## src/rtl/alu_share_arb_if.sv

```systemverilog
// Request, shared-ALU and response bus of the two-port ALU arbiter.
// The arbiter uses the slave modport; requesters, the ALU and the consumer
// sit on the master side.
interface alu_share_arb_if #(
  parameter int DW  = 32,
  parameter int OPW = 5,
  parameter int CW  = 16
);
  logic           req0_valid;
  logic           req0_ready;
  logic [OPW-1:0] req0_op;
  logic [DW-1:0]  req0_a;
  logic [DW-1:0]  req0_b;
  logic [DW-1:0]  req0_pc;

  logic           req1_valid;
  logic           req1_ready;
  logic [OPW-1:0] req1_op;
  logic [DW-1:0]  req1_a;
  logic [DW-1:0]  req1_b;
  logic [DW-1:0]  req1_pc;

  logic [OPW-1:0] alu_op;
  logic [DW-1:0]  alu_a;
  logic [DW-1:0]  alu_b;
  logic [DW-1:0]  alu_pc;
  logic [DW-1:0]  alu_c;
  logic           alu_zero;

  logic           resp_valid;
  logic           resp_ready;
  logic           resp_id;
  logic [DW-1:0]  resp_c;
  logic           resp_zero;

  logic [CW-1:0]  gnt_cnt0;
  logic [CW-1:0]  gnt_cnt1;

  modport slave (
    input  req0_valid, req0_op, req0_a, req0_b, req0_pc,
    input  req1_valid, req1_op, req1_a, req1_b, req1_pc,
    input  alu_c, alu_zero, resp_ready,
    output req0_ready, req1_ready,
    output alu_op, alu_a, alu_b, alu_pc,
    output resp_valid, resp_id, resp_c, resp_zero,
    output gnt_cnt0, gnt_cnt1
  );

  modport master (
    output req0_valid, req0_op, req0_a, req0_b, req0_pc,
    output req1_valid, req1_op, req1_a, req1_b, req1_pc,
    output alu_c, alu_zero, resp_ready,
    input  req0_ready, req1_ready,
    input  alu_op, alu_a, alu_b, alu_pc,
    input  resp_valid, resp_id, resp_c, resp_zero,
    input  gnt_cnt0, gnt_cnt1
  );
endinterface

```

## src/rtl/alu_share_arb.sv

```systemverilog
// Round-robin arbiter/sequencer for the single shared ALU. One requester is
// granted per cycle, its fields drive the ALU combinationally, and the ALU
// result is captured into a one-entry response register held until the
// consumer takes it. A ready consumer allows one operation per cycle.
module alu_share_arb #(
  parameter int DW  = 32,
  parameter int OPW = 5,
  parameter int CW  = 16
) (
  input logic            clk,
  input logic            rstn,
  alu_share_arb_if.slave bus
);

  typedef enum logic {
    EMPTY = 1'b0,
    FULL  = 1'b1
  } state_t;

  state_t        state_q;
  state_t        state_d;
  logic          rr_q;
  logic          can_accept;
  logic          gnt_vld;
  logic          gnt_id;

  logic [DW-1:0] resp_c_p1;
  logic          resp_zero_p1;
  logic          resp_id_p1;
  logic [CW-1:0] cnt0_q;
  logic [CW-1:0] cnt1_q;

  // Grant counters stick at all-ones instead of wrapping.
  function automatic logic [CW-1:0] sat_inc(input logic [CW-1:0] v);
    logic [CW-1:0] one;
    one = {{(CW-1){1'b0}}, 1'b1};
    return (&v) ? v : v + one;
  endfunction

  // Grant selection: a lone requester wins outright, a tie goes to rr.
  // Gating with rstn keeps both readies low while reset is held.
  always_comb begin
    can_accept = rstn & ((state_q == EMPTY) | bus.resp_ready);
    gnt_vld    = 1'b0;
    gnt_id     = 1'b0;
    if (can_accept) begin
      if (bus.req0_valid && bus.req1_valid) begin
        gnt_vld = 1'b1;
        gnt_id  = rr_q;
      end else if (bus.req0_valid) begin
        gnt_vld = 1'b1;
        gnt_id  = 1'b0;
      end else if (bus.req1_valid) begin
        gnt_vld = 1'b1;
        gnt_id  = 1'b1;
      end
    end
  end

  assign bus.req0_ready = gnt_vld & ~gnt_id;
  assign bus.req1_ready = gnt_vld &  gnt_id;

  // ALU operand mux: the granted requester's fields, zeros when idle.
  always_comb begin
    bus.alu_op = '0;
    bus.alu_a  = '0;
    bus.alu_b  = '0;
    bus.alu_pc = '0;
    if (gnt_vld) begin
      if (gnt_id) begin
        bus.alu_op = bus.req1_op;
        bus.alu_a  = bus.req1_a;
        bus.alu_b  = bus.req1_b;
        bus.alu_pc = bus.req1_pc;
      end else begin
        bus.alu_op = bus.req0_op;
        bus.alu_a  = bus.req0_a;
        bus.alu_b  = bus.req0_b;
        bus.alu_pc = bus.req0_pc;
      end
    end
  end

  // Next state: a grant always (re)fills the register; an accepted result
  // with nothing behind it drains it.
  always_comb begin
    state_d = state_q;
    if (gnt_vld) begin
      state_d = FULL;
    end else if ((state_q == FULL) && bus.resp_ready) begin
      state_d = EMPTY;
    end
  end

  // ---- stage p1: response register, rr pointer and grant counters ----
  always_ff @(posedge clk) begin
    if (!rstn) begin
      state_q      <= EMPTY;
      rr_q         <= 1'b0;
      resp_c_p1    <= '0;
      resp_zero_p1 <= 1'b0;
      resp_id_p1   <= 1'b0;
      cnt0_q       <= '0;
      cnt1_q       <= '0;
    end else begin
      state_q <= state_d;
      if (gnt_vld) begin
        resp_c_p1    <= bus.alu_c;
        resp_zero_p1 <= bus.alu_zero;
        resp_id_p1   <= gnt_id;
        rr_q         <= ~gnt_id;
        if (gnt_id) begin
          cnt1_q <= sat_inc(cnt1_q);
        end else begin
          cnt0_q <= sat_inc(cnt0_q);
        end
      end
    end
  end

  assign bus.resp_valid = (state_q == FULL);
  assign bus.resp_c     = resp_c_p1;
  assign bus.resp_zero  = resp_zero_p1;
  assign bus.resp_id    = resp_id_p1;
  assign bus.gnt_cnt0   = cnt0_q;
  assign bus.gnt_cnt1   = cnt1_q;

endmodule

```

## src/flat_wrapper.sv

```systemverilog
// flat-port wrapper written by rule: the top's interface ports become plain ports
module alu_share_arb_flat 
#(
  parameter int DW  = 32,
  parameter int OPW = 5,
  parameter int CW  = 16
)
  (clk, rstn, bus_req0_valid, bus_req0_op, bus_req0_a, bus_req0_b, bus_req0_pc, bus_req1_valid, bus_req1_op, bus_req1_a, bus_req1_b, bus_req1_pc, bus_alu_c, bus_alu_zero, bus_resp_ready, bus_req0_ready, bus_req1_ready, bus_alu_op, bus_alu_a, bus_alu_b, bus_alu_pc, bus_resp_valid, bus_resp_id, bus_resp_c, bus_resp_zero, bus_gnt_cnt0, bus_gnt_cnt1);
  alu_share_arb_if #(.DW(DW), .OPW(OPW), .CW(CW)) bus_i ();
  input logic clk;
  input logic rstn;
  input wire logic [$bits(bus_i.req0_valid)-1:0] bus_req0_valid;
  input wire logic [$bits(bus_i.req0_op)-1:0] bus_req0_op;
  input wire logic [$bits(bus_i.req0_a)-1:0] bus_req0_a;
  input wire logic [$bits(bus_i.req0_b)-1:0] bus_req0_b;
  input wire logic [$bits(bus_i.req0_pc)-1:0] bus_req0_pc;
  input wire logic [$bits(bus_i.req1_valid)-1:0] bus_req1_valid;
  input wire logic [$bits(bus_i.req1_op)-1:0] bus_req1_op;
  input wire logic [$bits(bus_i.req1_a)-1:0] bus_req1_a;
  input wire logic [$bits(bus_i.req1_b)-1:0] bus_req1_b;
  input wire logic [$bits(bus_i.req1_pc)-1:0] bus_req1_pc;
  input wire logic [$bits(bus_i.alu_c)-1:0] bus_alu_c;
  input wire logic [$bits(bus_i.alu_zero)-1:0] bus_alu_zero;
  input wire logic [$bits(bus_i.resp_ready)-1:0] bus_resp_ready;
  output wire logic [$bits(bus_i.req0_ready)-1:0] bus_req0_ready;
  output wire logic [$bits(bus_i.req1_ready)-1:0] bus_req1_ready;
  output wire logic [$bits(bus_i.alu_op)-1:0] bus_alu_op;
  output wire logic [$bits(bus_i.alu_a)-1:0] bus_alu_a;
  output wire logic [$bits(bus_i.alu_b)-1:0] bus_alu_b;
  output wire logic [$bits(bus_i.alu_pc)-1:0] bus_alu_pc;
  output wire logic [$bits(bus_i.resp_valid)-1:0] bus_resp_valid;
  output wire logic [$bits(bus_i.resp_id)-1:0] bus_resp_id;
  output wire logic [$bits(bus_i.resp_c)-1:0] bus_resp_c;
  output wire logic [$bits(bus_i.resp_zero)-1:0] bus_resp_zero;
  output wire logic [$bits(bus_i.gnt_cnt0)-1:0] bus_gnt_cnt0;
  output wire logic [$bits(bus_i.gnt_cnt1)-1:0] bus_gnt_cnt1;
  assign bus_i.req0_valid = bus_req0_valid;
  assign bus_i.req0_op = bus_req0_op;
  assign bus_i.req0_a = bus_req0_a;
  assign bus_i.req0_b = bus_req0_b;
  assign bus_i.req0_pc = bus_req0_pc;
  assign bus_i.req1_valid = bus_req1_valid;
  assign bus_i.req1_op = bus_req1_op;
  assign bus_i.req1_a = bus_req1_a;
  assign bus_i.req1_b = bus_req1_b;
  assign bus_i.req1_pc = bus_req1_pc;
  assign bus_i.alu_c = bus_alu_c;
  assign bus_i.alu_zero = bus_alu_zero;
  assign bus_i.resp_ready = bus_resp_ready;
  assign bus_req0_ready = bus_i.req0_ready;
  assign bus_req1_ready = bus_i.req1_ready;
  assign bus_alu_op = bus_i.alu_op;
  assign bus_alu_a = bus_i.alu_a;
  assign bus_alu_b = bus_i.alu_b;
  assign bus_alu_pc = bus_i.alu_pc;
  assign bus_resp_valid = bus_i.resp_valid;
  assign bus_resp_id = bus_i.resp_id;
  assign bus_resp_c = bus_i.resp_c;
  assign bus_resp_zero = bus_i.resp_zero;
  assign bus_gnt_cnt0 = bus_i.gnt_cnt0;
  assign bus_gnt_cnt1 = bus_i.gnt_cnt1;
  alu_share_arb #(.DW(DW), .OPW(OPW), .CW(CW)) u_core (.clk(clk), .rstn(rstn), .bus(bus_i));
endmodule
```

## config.mk

```make
export PLATFORM = sky130hd
export DESIGN_NAME = alu_share_arb_flat
export DESIGN_NICKNAME = d
export VERILOG_FILES = /design/src/rtl/alu_share_arb_if.sv /design/src/rtl/alu_share_arb.sv /design/src/flat_wrapper.sv
export SDC_FILE = /design/constraint.sdc
export NUM_CORES = 1
export LEC_CHECK = 0
export ABC_AREA = 1
export CAP_MARGIN = 20
export CORE_AREA = 2 2 160 162
export CTS_CLUSTER_SIZE = 14
export DETAILED_ROUTE_END_ITERATION = 7
export DIE_AREA = 0 0 162 164
export GPL_TIMING_DRIVEN = 0
export PLACE_DENSITY_LB_ADDON = 0.1
export SLEW_MARGIN = 0
export SYNTH_ARGS = -nofsm -noshare
export SYNTH_HDL_FRONTEND = slang
export SYNTH_SLANG_ARGS = --single-unit
```

## constraint.sdc

```tcl
create_clock -name clk -period 3.46 [get_ports clk]
set_input_delay 0.519 -clock clk [delete_from_list [all_inputs] [get_ports clk]]
set_output_delay 0.519 -clock clk [all_outputs]
set_load 0.05 [all_outputs]
```

==> summary.txt, run 1 <==
Global route
  • All-Layer GR Usage: 21.0%
  • First-pass GRT wire length: roughly 40 mm
  • Initial antenna violation count: 12
  • Gr ovfl total: 0
  • Largest net degree at the start of global routing: 14
  • Number of global-route vias before repair: 5,757

Clock tree
  • CTS sink cnt: 68
  • Num CTS Buffers: 9
  • Clock latency on the worst-skew pair: 0.35 ns
  • Clk buf depth: 2
  • Clock Pin Slew Worst Setup and Hold Paths: 0.06 ns
  • CTS root buf: clkbuf_16
  • Post-CTS Setup Bufs: 0
  • CTS tree: yes
  • H-tree lvl count: 3

Floorplan
  • Die X: around 160 um
  • Die Footprint: 0.0266 mm^2
  • Cell Rows: 58
  • Total core area: 0.0248 mm^2
  • Initial core utilization: 17.6%
  • Die height: roughly 160 um
  • Num ports: 410

Drt
  • WL/cell: roughly 21 um
  • DRT antenna net count: 0
  • Final WL: 29.6 mm
  • Initial drt markers: 307
  • DR vias: 5,975
  • DRC Markers: 0
  • Drt first pass iters: 5
  • Drt via density: 4.34

Logic synthesis
  • Post-Synthesis Cells: around 600
  • Syn_area_per_cell: a little over 7 um^2
  • Cell variety after synth: 33
  • Register area share after synthesis: 31.1%
  • Syn_nets: 856
  • Cell area after synthesis: 0.00437 mm^2
  • Flops & latches, synth: 68
  • Yosys warns: 0

Outcome
  • Outcome: finished, final reports clean

STA
  • Smallest hold slack: 0.466 ns
  • Slew Limit Headroom: 48.9%
  • Min Tclk post-route: ~3.3 ns
  • Final hold violation count: 0
  • Fin Clk Skew: ~0.0075 ns
  • Crit share post-route: 96.6%
  • Slew Viols, Final: 0
  • TNS Setup: 0 ns
  • FMAX: 0.299 GHz
  • # setup viols final: 0
  • Least-Margin Pin Slew: approximately 0.77 ns

Worst setup path
  • Critical path's top delay family: buffers and inverters
  • Cells along the critical path: clkdlybuf4s50_1 -> inv_2 -> nand2_2 -> inv_1 -> nor2_1 -> buf_2 -> o21ai_0 -> nor2_1 -> clkdlybuf4s50_1
  • WP data required: 2.94 ns
  • CP max stage cell: clkdlybuf4s50_1
  • CP Class: input port to primary output
  • CP max stage delay: 0.84 ns
  • CP Launch Type: input port
  • Crit path DAT: 2.82 ns
  • CP endpoint kind: primary output
  • Bufs and invs on worst path: 5
  • Worst-path fanout max: 10

Power and ir drop
  • LEAKAGE: 3.93 nW
  • Cell area power density: about 350 mW/mm^2
  • Peak VDD IR: approximately 240 uV

Final layout
  • Final nets: 1,275
  • Final core occ: between 30% and 40%
  • Area Growth Syn to Fin: 109%
  • Fillcell total: 2,682
  • Ratio of cells with drive above 1 in the final layout: 8.00%

Job
  • Max-Cap Viols: 0

Placed design
  • I/O Buffers: 408
  • Dpl hpwl: 25.0 mm
  • GPL Wtd Cong: 0.832

Worst hold path
  • Worst hold path type: flop to flop
## synthesized netlist by cell type (all sizes together)
library cell,count,share of area (%)
a21oi,26,4.1
nand3,58,6.9
xor2,5,1.0
nand2,191,17
dfxtp,68,31
ha,2,0.57
or2,1,0.14
clkinv,2,0.20
nand4,13,1.9
buf,30,4.1
clkbuf,10,0.86
xnor2,4,0.80
a31oi,1,0.14
nand3b,4,0.69
nor2,64,7.2
a22o,97,19
o21ai,10,1.5
inv,28,2.5
## per-layer routing
metal  up-vias  track usage, %  routed length [um]
met5         -               0                  35
met4         6            5.27                 403
met3        26            8.06                2970
met2       258            32.8               13300
met1      2716            27.2               12900
li1       2969               -                   -
## flip-flops by register name (all words and copies together) (netlist names)
register and flops:
u_core.bus.gnt_cnt0 16, u_core.bus.resp_valid 1, u_core.bus.resp_id 1, u_core.bus.gnt_cnt1 16, u_core.bus.resp_zero 1, u_core.bus.resp_c 32, u_core.rr_q 1
## final cells by class
class | instances | area (um^2) | area share, %
flip-flops and latches | 68 | 1360 | 14.9
diodes | 9 | 22.5 | 0.246
plain buffers | 40 | 216 | 2.37
inverters | 30 | 116 | 1.27
clock inverters | 7 | 124 | 1.36
well taps | 330 | 413 | 4.52
clock buffers | 9 | 225 | 2.46
multi-input cells | 476 | 2680 | 29.3
repair buffers | 408 | 3980 | 43.6
## cell usage in the layout, fill, tap and decap left out, types with 5 or more instances in the layout
cell / netlist / layout
a21oi_1: 13 / 13
a21oi_2: 13 / 13
a22o_1: 97 / 97
buf_1: 5 / 5
buf_2: 17 / 17
clkbuf_1: 10 / 10
clkbuf_16: 0 / 9
clkdlybuf4s15_1: 0 / 6
clkdlybuf4s50_1: 0 / 318
dfxtp_1: 68 / 68
diode_2: 0 / 9
dlygate4sd2_1: 0 / 77
inv_1: 23 / 23
nand2_1: 185 / 185
nand3_1: 57 / 57
nand4_1: 13 / 13
nor2_1: 54 / 54
o21ai_0: 8 / 8
xor2_1: 5 / 5
## worst paths after layout
path | cells past startpoint | from | endpoint | slack (ns)
setup / recovery | 9 | bus_req1_valid | bus_alu_a[31] | 0.12
hold reg to reg | 2 | u_core.bus.resp_c[28]$_SDFFE_PN0P_ | u_core.bus.resp_c[28]$_SDFFE_PN0P_ | 0.47
setup reg to reg | 8 | u_core.bus.gnt_cnt1[0]$_SDFFE_PN0P_ | u_core.bus.gnt_cnt1[7]$_SDFFE_PN0P_ | 1.59
hold / removal | 2 | u_core.bus.resp_c[28]$_SDFFE_PN0P_ | u_core.bus.resp_c[28]$_SDFFE_PN0P_ | 0.47
## through the flow
step | power, mW | area, um^2 | setup slack (ns) | std cells
finish | 3.19 | 9140 | 0.116 | 1377
global route | 3.32 | 9130 | -0.0129 | 1373
CTS | 3.22 | 9110 | 0.00179 | 1368
detailed placement | 2.15 | 8870 | -0.190 | 1352
global placement | 2.15 | 8870 | -0.204 | 1352
floorplan | 1.53 | 4370 | 1.12 | 614
## cells by family (layout without fill, tap and decap cells)
group	count (synthesis)	count (layout)	share of synthesized area [%]
and+or+nand+nor	331	331	33.7
other	0	9	0
adders and majority gates	2	2	0.572
xor gates and xnor gates	9	9	1.80
buffers and inverters	70	494	7.61
AOI/OAI and AO/OA	134	134	25.2
DFF	68	68	31.1
## power breakdown
group	internal, mW	switching (mW)
clock network	0.710	0.407
logic	0.489	0.737
registers	0.824	0.0271
## repair_timing
item | CTS | global route
resized for setup | 86 | 16
hold buffers | 0 | 0
endpoints found under the setup margin | 86 | 13
## worst min-delay path, cell delays in order (launching register included)
cell	delay [ns]
dfxtp_1	0.31
nand3_1	0.07
nand2_1	0.04
No activity file was read; power rests on OpenSTA's default activity.
==> run 2, diff against run 1 <==
- CTS_BUF_LIST: unset -> sky130_fd_sc_hd__clkbuf_4
==> run 2 against run 1 <==
  * Setup slack got worse by 0.0098 ns
  * Clock power fell by 35%
  * Wire length fell by 0.56%
  * Largest cell class unchanged
  * Via count fell by 0.33%
  * Flip-flop and latch count did not move
  * Critical endpoint unchanged
  * Maximum frequency fell by 0.29%
  * Cell count barely moved
  * Hold slack got worse by 0.089 ns
  * Non-clock buffer count did not move
  * Global-route usage fell by 0.078 points
  * Largest power group unchanged
  * Highest routed layer unchanged
  * Clock skew rose by 0.013 ns
  * Final area fell by 1.8%
==> summary.txt, run 2 (synthesized netlist as in run 1, its figures left out) <==
Worst setup path
  • CP endpoint kind: primary output
  • WP data required: 2.94 ns (about the same)
  • CP Launch Type: input port
  • Worst-path fanout max: 10 (unchanged)
  • CP Class: input port to primary output
  • Crit path DAT: 2.83 ns (about the same)

Drt
  • DRC Markers: 0 (unchanged)
  • Initial drt markers: 317 (+3.3%)
  • WL/cell: 21.4 um (-0.49%)
  • DRT antenna net count: 0 (unchanged)
  • Drt first pass iters: 4 (-1)
  • Drt via density: 4.33 (-0.26%)
  • Final WL: 29.4 mm (-0.56%)
  • DR vias: 5,955 (-0.33%)

Placed design
  • Placed inst area: 0.00887 mm^2 (unchanged)
  • I/O Buffers: 408 (unchanged)
  • GPL Wtd Cong: 0.832 (unchanged)
  • Place WS: -0.190 ns (unchanged)
  • Dpl hpwl: 25.0 mm (unchanged)

Floorplan
  • Num ports: 410 (unchanged)
  • Initial core utilization: 17.6% (unchanged)
  • Die height: 164 um (unchanged)
  • Cell Rows: 58 (unchanged)
  • Total core area: 0.0248 mm^2 (unchanged)
  • Die Footprint: 0.0266 mm^2 (unchanged)
  • Die X: 162 um (unchanged)

STA
  • Crit share post-route: 96.9% (+0.28 points)
  • # setup viols final: 0 (unchanged)
  • FMAX: 0.298 GHz (-0.29%)
  • Min Tclk post-route: 3.35 ns (+0.00981 ns)
  • Final hold violation count: 0 (unchanged)
  • Slew Viols, Final: 0 (unchanged)
  • Final Worst Setup Slack: 0.106 ns (-0.00981 ns)
  • Slew Limit Headroom: 48.0% (-0.84 points)
  • TNS Setup: 0 ns (unchanged)
  • Unrepaired setup endpoints after global routing: no
  • Least-Margin Pin Slew: 0.779 ns (+0.0126 ns)
  • Fin Clk Skew: 0.0205 ns (+0.0129 ns)

Final layout
  • Ratio of cells with drive above 1 in the final layout: 8.19% (+0.19 points)
  • Final Cell Area: 0.00898 mm^2 (-1.8%)
  • Most frequent cells in the layout: 316 x clkdlybuf4s50_1, 185 x nand2_1, 97 x a22o_1
  • Fillcell total: 2,696 (+0.52%)
  • Register Area: 0.00136 mm^2 (unchanged)
  • Largest register FFs: 32 (unchanged)
  • Final nets: 1,275 (unchanged)
  • Most common cell after layout, fill and taps aside: clkdlybuf4s50_1
  • Area of the multi-input gates: 0.00268 mm^2 (unchanged)
  • Area Growth Syn to Fin: 105%

Global route
  • All-Layer GR Usage: 20.9% (-0.078 points)
  • Largest net degree at the start of global routing: 14 (unchanged)
  • Initial antenna violation count: 12 (unchanged)
  • First-pass GRT wire length: 40.3 mm (-0.21%)
  • Gr ovfl total: 0 (unchanged)
  • Number of global-route vias before repair: 5,739 (-0.31%)

Power and ir drop
  • LEAKAGE: 3.89 nW (-1.0%)
  • Peak VDD IR: 210 uV (-13%)
  • Cell area power density: 312 mW/mm^2 (-11%)

Worst hold path
  • Worst hold path type: input port to flop

Clock tree
  • Post-CTS Setup Bufs: 0 (unchanged)
  • CTS sink cnt: 68 (unchanged)
  • Post-CTS Hold Fix Bufs: 0 (unchanged)
  • Clk buf depth: 2 (unchanged)
  • CTS tree: yes
  • Clock latency on the worst-skew pair: 0.47 ns (+0.12 ns)
  • Num CTS Buffers: 9 (unchanged)
  • CTS root buf: clkbuf_4
  • H-tree lvl count: 3 (unchanged)
  • Clock Pin Slew Worst Setup and Hold Paths: 0.14 ns (+0.08 ns)

Job
  • Max-Cap Viols: 0 (unchanged)

Outcome
  • Outcome: finished, final reports clean
-- run 2: final cells by class --
cell class                      instances  share of cell area (%)
Multi-Input combinational cell        476                    29.8
Tap cell                              330                    4.60
Antenna cell                            8                   0.223
Buffer                                 40                    2.41
Clock inverter                          7                    1.38
Inverter                               30                    1.30
Sequential cell                        68                    15.2
Timing Repair Buffer                  408                    44.3
Clock buffer                            9                   0.753
-- run 2: path summary, 6_finish.rpt --
check | startpoint | end | slack (ns) | cells after the start
max | bus_req1_valid | bus_alu_a[31] | 0.11 | 9
min | rstn | u_core.bus.gnt_cnt0[0]$_SDFFE_PN0P_ | 0.38 | 3
max reg2reg | u_core.bus.gnt_cnt1[0]$_SDFFE_PN0P_ | u_core.bus.gnt_cnt1[12]$_SDFFE_PN0P_ | 1.60 | 8
min reg2reg | u_core.bus.resp_c[28]$_SDFFE_PN0P_ | u_core.bus.resp_c[28]$_SDFFE_PN0P_ | 0.47 | 2
-- run 2: per-layer routing --
layer / part of all wire (%) / global-route usage [%]
met2: 45 / 33.1
met1: 43 / 26.8
met5: 0.19 / 0
met4: 0.92 / 3.94
met3: 10 / 8.84
-- run 2: worst max-delay path, cell delays in order --
cell	delay (ns)
clkdlybuf4s50_1	0.51
inv_2	0.06
nand2_2	0.09
inv_1	0.06
nor2_1	0.15
buf_2	0.27
o21ai_0	0.13
nor2_1	0.20
clkdlybuf4s50_1	0.84
-- run 2: timing repair --
item                                    4_1_cts  5_1_grt
resized for setup                            86       21
cloned                                        0        0
endpoints found under the setup margin       86       16
-- run 2: stage by stage --
stage / util [%] / instances / power [mW] / hold WS, ns
5_1_grt: 36.1 / 1371 / 2.93 / 0.362
4_1_cts: 36.1 / 1368 / 2.83 / 0.339
3_5_place_dp: 35.7 / 1352 / 2.15 / 0.459
6_report: 36.2 / 1376 / 2.80 / 0.377
2_1_floorplan: - / 614 / 1.53 / 0.473
3_3_place_gp: 35.7 / 1352 / 2.15 / 0.453
-- run 2: where the power goes --
part           switching [mW]  internal, mW  total [mW]
clock                   0.355         0.370       0.725
combinational           0.737         0.488        1.22
sequential             0.0271         0.824       0.851
